$ cat config.mk
export PLATFORM = sky130hd
export DESIGN_NAME = fetch_stage_flat
export DESIGN_NICKNAME = d
export VERILOG_FILES = /design/src/rtl/fetch_pkg.sv /design/src/rtl/fetch_if.sv /design/src/rtl/fetch_ifid_reg.sv /design/src/rtl/fetch_stage.sv /design/src/flat_wrapper.sv
export SDC_FILE = /design/constraint.sdc
export NUM_CORES = 1
export LEC_CHECK = 0
export CAP_MARGIN = 30
export CORE_UTILIZATION = 40
export CTS_CLUSTER_SIZE = 14
export DETAILED_ROUTE_END_ITERATION = 10
export GPL_TIMING_DRIVEN = 0
export PLACE_DENSITY = 0.69
export RECOVER_POWER = 25
export SETUP_SLACK_MARGIN = 0.4
export SYNTH_ARGS = -nofsm -noshare
export SYNTH_HDL_FRONTEND = slang
export SYNTH_HIERARCHICAL = 1
export SYNTH_SLANG_ARGS = --single-unit
$ cat constraint.sdc
create_clock -name clk -period 4.46 [get_ports clk]
set_input_delay 0.892 -clock clk [delete_from_list [all_inputs] [get_ports clk]]
set_output_delay 0.892 -clock clk [all_outputs]
set_load 0.01 [all_outputs]
$ cat src/rtl/fetch_pkg.sv
// Shared definitions for the instruction-fetch stage: default widths,
// fetch FSM state type and instruction-stream constants.
package fetch_pkg;

    localparam int unsigned XLEN        = 64;
    localparam int unsigned ILEN        = 32;
    localparam int unsigned INSTR_BYTES = 4;

    // addi x0, x0, 0
    localparam logic [31:0] NOP_INSTR = 32'h0000_0013;

    typedef enum logic [1:0] {
        REQ,
        WAIT,
        HOLD,
        DROP
    } fetch_state_t;

endpackage

$ cat src/rtl/fetch_if.sv
// Instruction-memory request/response bus. The fetch stage is the master;
// the instruction memory is the slave. At most one request is outstanding.
interface fetch_if #(
    parameter int unsigned XLEN = fetch_pkg::XLEN,
    parameter int unsigned ILEN = fetch_pkg::ILEN
);

    logic            imem_req;
    logic [XLEN-1:0] imem_addr;
    logic            imem_gnt;
    logic            imem_rvalid;
    logic [ILEN-1:0] imem_rdata;

    modport master (
        output imem_req,
        output imem_addr,
        input  imem_gnt,
        input  imem_rvalid,
        input  imem_rdata
    );

    modport slave (
        input  imem_req,
        input  imem_addr,
        output imem_gnt,
        output imem_rvalid,
        output imem_rdata
    );

endinterface

$ cat src/rtl/fetch_ifid_reg.sv
// IF/ID pipeline register with load / hold / clear controls.
// clear drops the valid bit only (bubble); PC and instruction keep their
// last values. clear takes priority over load.
module ifid_reg #(
    parameter int unsigned XLEN = fetch_pkg::XLEN,
    parameter int unsigned ILEN = fetch_pkg::ILEN
) (
    input  logic            clk,
    input  logic            reset,
    input  logic            load,
    input  logic            clear,
    input  logic [XLEN-1:0] pc_d,
    input  logic [ILEN-1:0] instr_d,
    output logic [XLEN-1:0] pc_q,
    output logic [ILEN-1:0] instr_q,
    output logic            valid_q
);

    // Pipeline register: clear beats load, otherwise hold
    always_ff @(posedge clk or negedge reset) begin
        if (!reset) begin
            pc_q    <= '0;
            instr_q <= '0;
            valid_q <= 1'b0;
        end else if (clear) begin
            valid_q <= 1'b0;
        end else if (load) begin
            pc_q    <= pc_d;
            instr_q <= instr_d;
            valid_q <= 1'b1;
        end
    end

endmodule

$ cat src/rtl/fetch_stage.sv
// Instruction-fetch stage: drives the next PC back to Program_Counter,
// issues single-outstanding fetches to instruction memory, and loads the
// IF/ID register. Handles hazard stalls and EX branch redirects, including
// discarding a fetch that is still in flight when the redirect arrives.
module fetch_stage
    import fetch_pkg::*;
#(
    parameter int unsigned XLEN = fetch_pkg::XLEN,
    parameter int unsigned ILEN = fetch_pkg::ILEN
) (
    input  logic            clk,
    input  logic            reset,
    input  logic [XLEN-1:0] PC_Out,
    output logic [XLEN-1:0] PC_In,
    input  logic            stall,
    input  logic            branch_taken,
    input  logic [XLEN-1:0] branch_target,
    fetch_if.master         imem,
    output logic [XLEN-1:0] IFID_PC,
    output logic [ILEN-1:0] IFID_Instr,
    output logic            IFID_Valid
);

    localparam logic [XLEN-1:0] STEP       = XLEN'(INSTR_BYTES);
    localparam logic [XLEN-1:0] ALIGN_MASK = ~XLEN'(INSTR_BYTES - 1);

    fetch_state_t    state;
    fetch_state_t    state_nxt;
    logic [XLEN-1:0] req_pc;
    logic [ILEN-1:0] hold_instr;
    logic            deliver;
    logic [ILEN-1:0] deliver_instr;
    logic            ifid_clear;

    // Request only from REQ, never alongside a redirect or while in reset
    always_comb begin
        imem.imem_req  = reset && (state == REQ) && !branch_taken;
        imem.imem_addr = PC_Out & ALIGN_MASK;
    end

    // Next state, next PC and IF/ID delivery decision
    always_comb begin
        state_nxt     = state;
        PC_In         = PC_Out;
        deliver       = 1'b0;
        deliver_instr = imem.imem_rdata;
        case (state)
            REQ: begin
                if (!branch_taken && imem.imem_gnt) begin
                    state_nxt = WAIT;
                end
            end
            WAIT: begin
                if (branch_taken) begin
                    // Same-cycle rvalid is simply dropped; otherwise the
                    // response is still owed and must be absorbed in DROP.
                    state_nxt = imem.imem_rvalid ? REQ : DROP;
                end else if (imem.imem_rvalid) begin
                    if (stall) begin
                        state_nxt = HOLD;
                    end else begin
                        deliver   = 1'b1;
                        PC_In     = req_pc + STEP;
                        state_nxt = REQ;
                    end
                end
            end
            HOLD: begin
                if (branch_taken) begin
                    state_nxt = REQ;
                end else if (!stall) begin
                    deliver       = 1'b1;
                    deliver_instr = hold_instr;
                    PC_In         = PC_Out + STEP;
                    state_nxt     = REQ;
                end
            end
            DROP: begin
                if (imem.imem_rvalid) begin
                    state_nxt = REQ;
                end
            end
            default: state_nxt = REQ;
        endcase
        if (branch_taken) begin
            PC_In = branch_target & ALIGN_MASK;
        end
    end

    // Bubble whenever the pipe advances without a new instruction
    always_comb begin
        ifid_clear = branch_taken || (!stall && !deliver);
    end

    // Fetch FSM with request-PC latch and stall hold buffer
    always_ff @(posedge clk or negedge reset) begin
        if (!reset) begin
            state      <= REQ;
            req_pc     <= '0;
            hold_instr <= '0;
        end else begin
            state <= state_nxt;
            if (state == REQ && state_nxt == WAIT) begin
                req_pc <= PC_Out;
            end
            if (state == WAIT && state_nxt == HOLD) begin
                hold_instr <= imem.imem_rdata;
            end
        end
    end

    ifid_reg #(
        .XLEN (XLEN),
        .ILEN (ILEN)
    ) u_ifid (
        .clk     (clk),
        .reset   (reset),
        .load    (deliver),
        .clear   (ifid_clear),
        .pc_d    (req_pc),
        .instr_d (deliver_instr),
        .pc_q    (IFID_PC),
        .instr_q (IFID_Instr),
        .valid_q (IFID_Valid)
    );

endmodule

$ cat src/flat_wrapper.sv
// flat-port wrapper written by rule: the top's interface ports become plain ports
module fetch_stage_flat import fetch_pkg::*;
#(
    parameter int unsigned XLEN = fetch_pkg::XLEN,
    parameter int unsigned ILEN = fetch_pkg::ILEN
)
  (clk, reset, PC_Out, PC_In, stall, branch_taken, branch_target, IFID_PC, IFID_Instr, IFID_Valid, imem_imem_req, imem_imem_addr, imem_imem_gnt, imem_imem_rvalid, imem_imem_rdata);
  fetch_if #(.XLEN(XLEN), .ILEN(ILEN)) imem_i ();
  input  logic clk;
  input  logic reset;
  input  logic [XLEN-1:0] PC_Out;
  output logic [XLEN-1:0] PC_In;
  input  logic stall;
  input  logic branch_taken;
  input  logic [XLEN-1:0] branch_target;
  output logic [XLEN-1:0] IFID_PC;
  output logic [ILEN-1:0] IFID_Instr;
  output logic IFID_Valid;
  output wire logic [$bits(imem_i.imem_req)-1:0] imem_imem_req;
  output wire logic [$bits(imem_i.imem_addr)-1:0] imem_imem_addr;
  input wire logic [$bits(imem_i.imem_gnt)-1:0] imem_imem_gnt;
  input wire logic [$bits(imem_i.imem_rvalid)-1:0] imem_imem_rvalid;
  input wire logic [$bits(imem_i.imem_rdata)-1:0] imem_imem_rdata;
  assign imem_imem_req = imem_i.imem_req;
  assign imem_imem_addr = imem_i.imem_addr;
  assign imem_i.imem_gnt = imem_imem_gnt;
  assign imem_i.imem_rvalid = imem_imem_rvalid;
  assign imem_i.imem_rdata = imem_imem_rdata;
  fetch_stage #(.XLEN(XLEN), .ILEN(ILEN)) u_core (.clk(clk), .reset(reset), .PC_Out(PC_Out), .PC_In(PC_In), .stall(stall), .branch_taken(branch_taken), .branch_target(branch_target), .imem(imem_i), .IFID_PC(IFID_PC), .IFID_Instr(IFID_Instr), .IFID_Valid(IFID_Valid));
endmodule
Yosys cells after proc, flatten, opt, wreduce, memory -nomap -nowiden
Index checks and enable logic that the tools add are counted.

Bits in registers: 195. Input port bits: 166. Output and inout port bits: 226.

$add $sub $neg: 2. Eq/ne operators: 5. Multiplexer cells: 24. Bitwise gates (word level): 1. Reduce and logical (&&, ||, !) cells: 13.

Operator list (count): $mux 64 (4); $add 64x3->64 const B (2); $pmux 64 s2 (1); $mux 32 (3); $mux 2 (8); $pmux 2 s4 (1); $eq 2x2->1 const B (3); $logic_and 1x1->1 (6); $mux 1 (6); $eq 2x1->1 const B (2); $logic_not 1->1 (3); $logic_not 2->1 (1); $pmux 1 s2 (1); $reduce_and 2->1 (1); $reduce_bool 2->1 (1); $logic_or 1x1->1 (1); $not 1->1 (1).

Depth between registers and ports, before layout
Word-level depth: 9. Mapped depth: 14. Depth with buffers taken out: 8.

Cells and area by module
The synthesis kept the hierarchy.

By module, submodules not included: fetch_stage (times used 1, cells an instance 1166, area an instance 9761.9 µm²); ifid_reg (times used 1, cells an instance 207, area an instance 3811.2 µm²).

Least setup slack after synthesis
Ideal clock, no wire load.

Path type: input to output. From: in PC_Out[5]. To: out PC_In[48]. Arrival: 2.807 ns. Data required time: 3.568 ns. Setup slack: 0.761 ns. Stages on the path: 9. Path through: buf_2 -> nand4_4 -> nor3_1 -> nand4_1 -> buf_2 -> nor3_1 -> mux2_2 -> a221oi_1 -> a2bb2oi_1.

Longest elaborated chain between the ends: 4.

RTL lines: start, declared (line flat_wrapper.sv:11) `input logic [XLEN-1:0] PC_Out;`; $add 64x3->64 (line fetch_stage.sv:74) `PC_In = PC_Out + STEP;`; $mux 64 (line fetch_stage.sv:71) `end else if (!stall) begin`; $pmux 64 s2 (line fetch_stage.sv:47) `case (state)`; $mux 64 (line fetch_stage.sv:85) `if (branch_taken) begin`; end, declared (line flat_wrapper.sv:12) `output logic [XLEN-1:0] PC_In;`.

Every way passes these cells.

Worst setup path after layout
From: in stall. To: out PC_In[53].

Longest elaborated chain between the ends: 4. Elaborated cells on any way between the ends: 5. Classes of those cells: 5 x mux.

RTL lines: start, declared (line flat_wrapper.sv:13) `input logic stall;`; $mux 64 (line fetch_stage.sv:59) `if (stall) begin`; $mux 64 (line fetch_stage.sv:58) `end else if (imem.imem_rvalid) begin`; $pmux 64 s2 (*) (line fetch_stage.sv:47); $mux 64 (*) (line fetch_stage.sv:85).

Mark *: on every way between the ends. The rest lies on a longest branch, timed or not.

==> results.yml <==
outcome:
  status: "finished, final reports clean"
layout:
  area_delta_synth_final_pct: 45.6
  nNetsFinal: 2026
  n_antenna_cell: 0
  fin_util_pct: 59.1
  final_common_cell: "clkdlybuf4s50_1"
  final_cell_count_no_fill: 2315
  drive_above_1_share_pct: 36.3
  most-common-layout-cells: "clkdlybuf4s50_1, mux2_2, dfrtp_1"
floorplanning:
  rows: 67
  die_y_um: 186
  start_util_pct: 40.6
  die_width_um: 186
  coreArea_sq_um: 33400
  pin_count: 392
  die-area_sq_um: 34700
timing:
  hold_viol: 0
  grt_setup_unrepaired: "true"
  whs_ps: 392
  fin_crit_sh_pct: 91.9
  max_slew_margin_pct: 42.8
  worst_pin_slew_ps: 858
  slew_viol_final: 0
  fmax_mhz: 244
  setup_viol_count_final: 0
  fin_skew_ps: 16.2
  fin_crit_ps: 4100
global_route:
  grt_first_pass_wirelength_mm: 80.5
  track_usage_pct: 32.2
  antenna_found_initial: 2
  overflow: 0
  grt_start_max_net_pins: 120
  grt_pass1_vias: 12800
power:
  total_power_mw: 10.5
  irDropWorstVdd_uv: 426
  p_leak_nw: 8.46
  powerDensity_nw_per_um2: 530
cts:
  cts_htree_levels: 4
  cts.sinks: 195
  cts_tree: "built"
  holdBufCountCts: 0
  clk_path_buf_depth: 2
  clk-insertion-delay-late_ps: 460
  root_buffer: "clkbuf_16"
  clk_transition_reported_paths_ps: 80
  cts_buffers: 17
place:
  place_inst: 2202
  gp_congestion: 0.963
  dpl.hpwl_mm: 41.4
  port_buffers: 378
synth:
  netlist_area_sq_um: 13600
  yosysWarnings: 6
  synth_flop_cell: "dfrtp_1"
  yosysSeqAreaShare_pct: 36.0
  avgSynthCellArea_sq_um: 9.89
  synthArstFlopShare_pct: 100
  syn_inst: 1373
  synth_cell_type_count: 82
  synth_seq_cells: 195
  synth_edf_count: 0
job:
  maxCapViolations: 0
worst_setup_path:
  crit_chain: "buf_8 > nand4b_1 > buf_6 > nor4_4 > nand4_4 > or3_4 > mux2_4 > a221oi_4 > a2bb2oi_2 > buf_2"
  crit_slowest_cell: "or3_4"
  end_kind: "output port"
  start_kind: "input port"
  crit_buf_inv: 3
  worst_path_largest_cell_delay_ps: 430
  cp_max_fo: 7
  critPathArrivalTime_ps: 3210
  crit_required_ps: 3570
  path_class: "input port to output port"
  critical_path.top_delay_family: "simple AND/OR/NAND/NOR gates"
drt:
  ant_nets: 0
  vias: 13600
  routed_wl_mm: 56.8
  drtIter0Drc: 1456
  vias_per_cell: 5.87
  routedWlPerCell_um: 24.5
  drt_pass1_iterations: 8
  drcViolationCount: 0
worst_hold_path:
  hold_class: "input port to async pin"
## report_power, final
group          internal (mW)  total, mW  leakage, nW  switching (mW)
combinational           2.67       5.54         5.66            2.87
sequential              2.49       3.21         2.50           0.718
clock                  0.914       1.72        0.307           0.803
## layer usage
| metal | part of all wire [%] | track usage [%] | up-vias |
|---|---|---|---|
| met4 | 4.3 | 13.8 | 4 |
| met1 | 38 | 39.4 | 6532 |
| met2 | 45 | 52.2 | 917 |
| met5 | 0.048 | 0 | - |
| li1 | - | - | 5949 |
| met3 | 13 | 10.1 | 180 |
## logic make-up after synthesis
logic type	synth area share, %
XOR/XNOR	4.90
multiplexers	20.5
AO/OA/AOI/OAI	12.5
flip-flops	36.0
adder cells (fa/ha/maj)	0.553
AND/OR/NAND/NOR	17.5
buffers and inverters	7.99
other	0.0276
## final timing paths
kind,from,end,slack [ps],cells after the start
max,stall,PC_In[53],360,10
min,reset,u_core/u_ifid/pc_q[33]$_DFFE_PN0P_,390,1
max reg2reg,u_core/state[0]$_DFF_PN0_,u_core/u_ifid/pc_q[30]$_DFFE_PN0P_,1230,12
min reg2reg,u_core/hold_instr[31]$_DFFE_PN0P_,u_core/hold_instr[31]$_DFFE_PN0P_,510,1
max in group asynchronous,reset,u_core/req_pc[26]$_DFFE_PN0P_,2940,2
min in group clk,u_core/hold_instr[31]$_DFFE_PN0P_,u_core/hold_instr[31]$_DFFE_PN0P_,510,1
## cell usage after synthesis, types with 10 or more instances
cell	number	area share, %
a211oi_1	13	0.72
a21oi_1	40	1.5
a221oi_1	25	1.6
a222oi_1	10	0.74
and2_1	12	0.55
and3_1	19	0.88
and4_1	12	0.77
buf_2	15	0.55
buf_4	68	3.8
clkbuf_1	54	1.5
dfrtp_1	195	36
inv_1	23	0.64
mux2_2	191	16
mux2_4	41	4.5
nand2_1	106	2.9
nand3_1	55	2.0
nand4_1	35	1.6
nor2_1	85	2.4
nor3_1	34	1.3
o21ai_0	81	3.0
o31ai_1	10	0.55
or3_1	16	0.74
xnor2_1	42	2.7
xor2_1	34	2.2
## state kept, by name, indices dropped and copies added (netlist names)
name	cells
u_core/u_ifid/instr_q	32
u_core/hold_instr	32
u_core/u_ifid/pc_q	64
u_core/state	2
u_core/req_pc	64
u_core/u_ifid/valid_q	1
## per-stage QoR
step           TNS (ps)  setup WS (ps)  cell area, sq um
6_report              0            359             19800
5_1_grt               0            306             19800
4_1_cts               0            206             19400
3_5_place_dp     -35570          -1360             18000
3_3_place_gp   -1181990          -5970             17900
2_1_floorplan         0            761             13600
## timing repair
item / in CTS / in global routing
resized for setup: 389 / 161
setup endpoints to repair: 160 / 51
buffers inserted: 51 / 30
pin swaps: 44 / 46
## cell type report
type	count	area, sq um
clock inverter	15	213
clock buffer	17	425
fill	2929	13700
inverter	23	90.1
multi-input combinational	1001	8180
timing repair buffer	461	4260
tap	448	561
buffer	155	1120
sequential	195	4900
(Power assumes the default switching activity.)
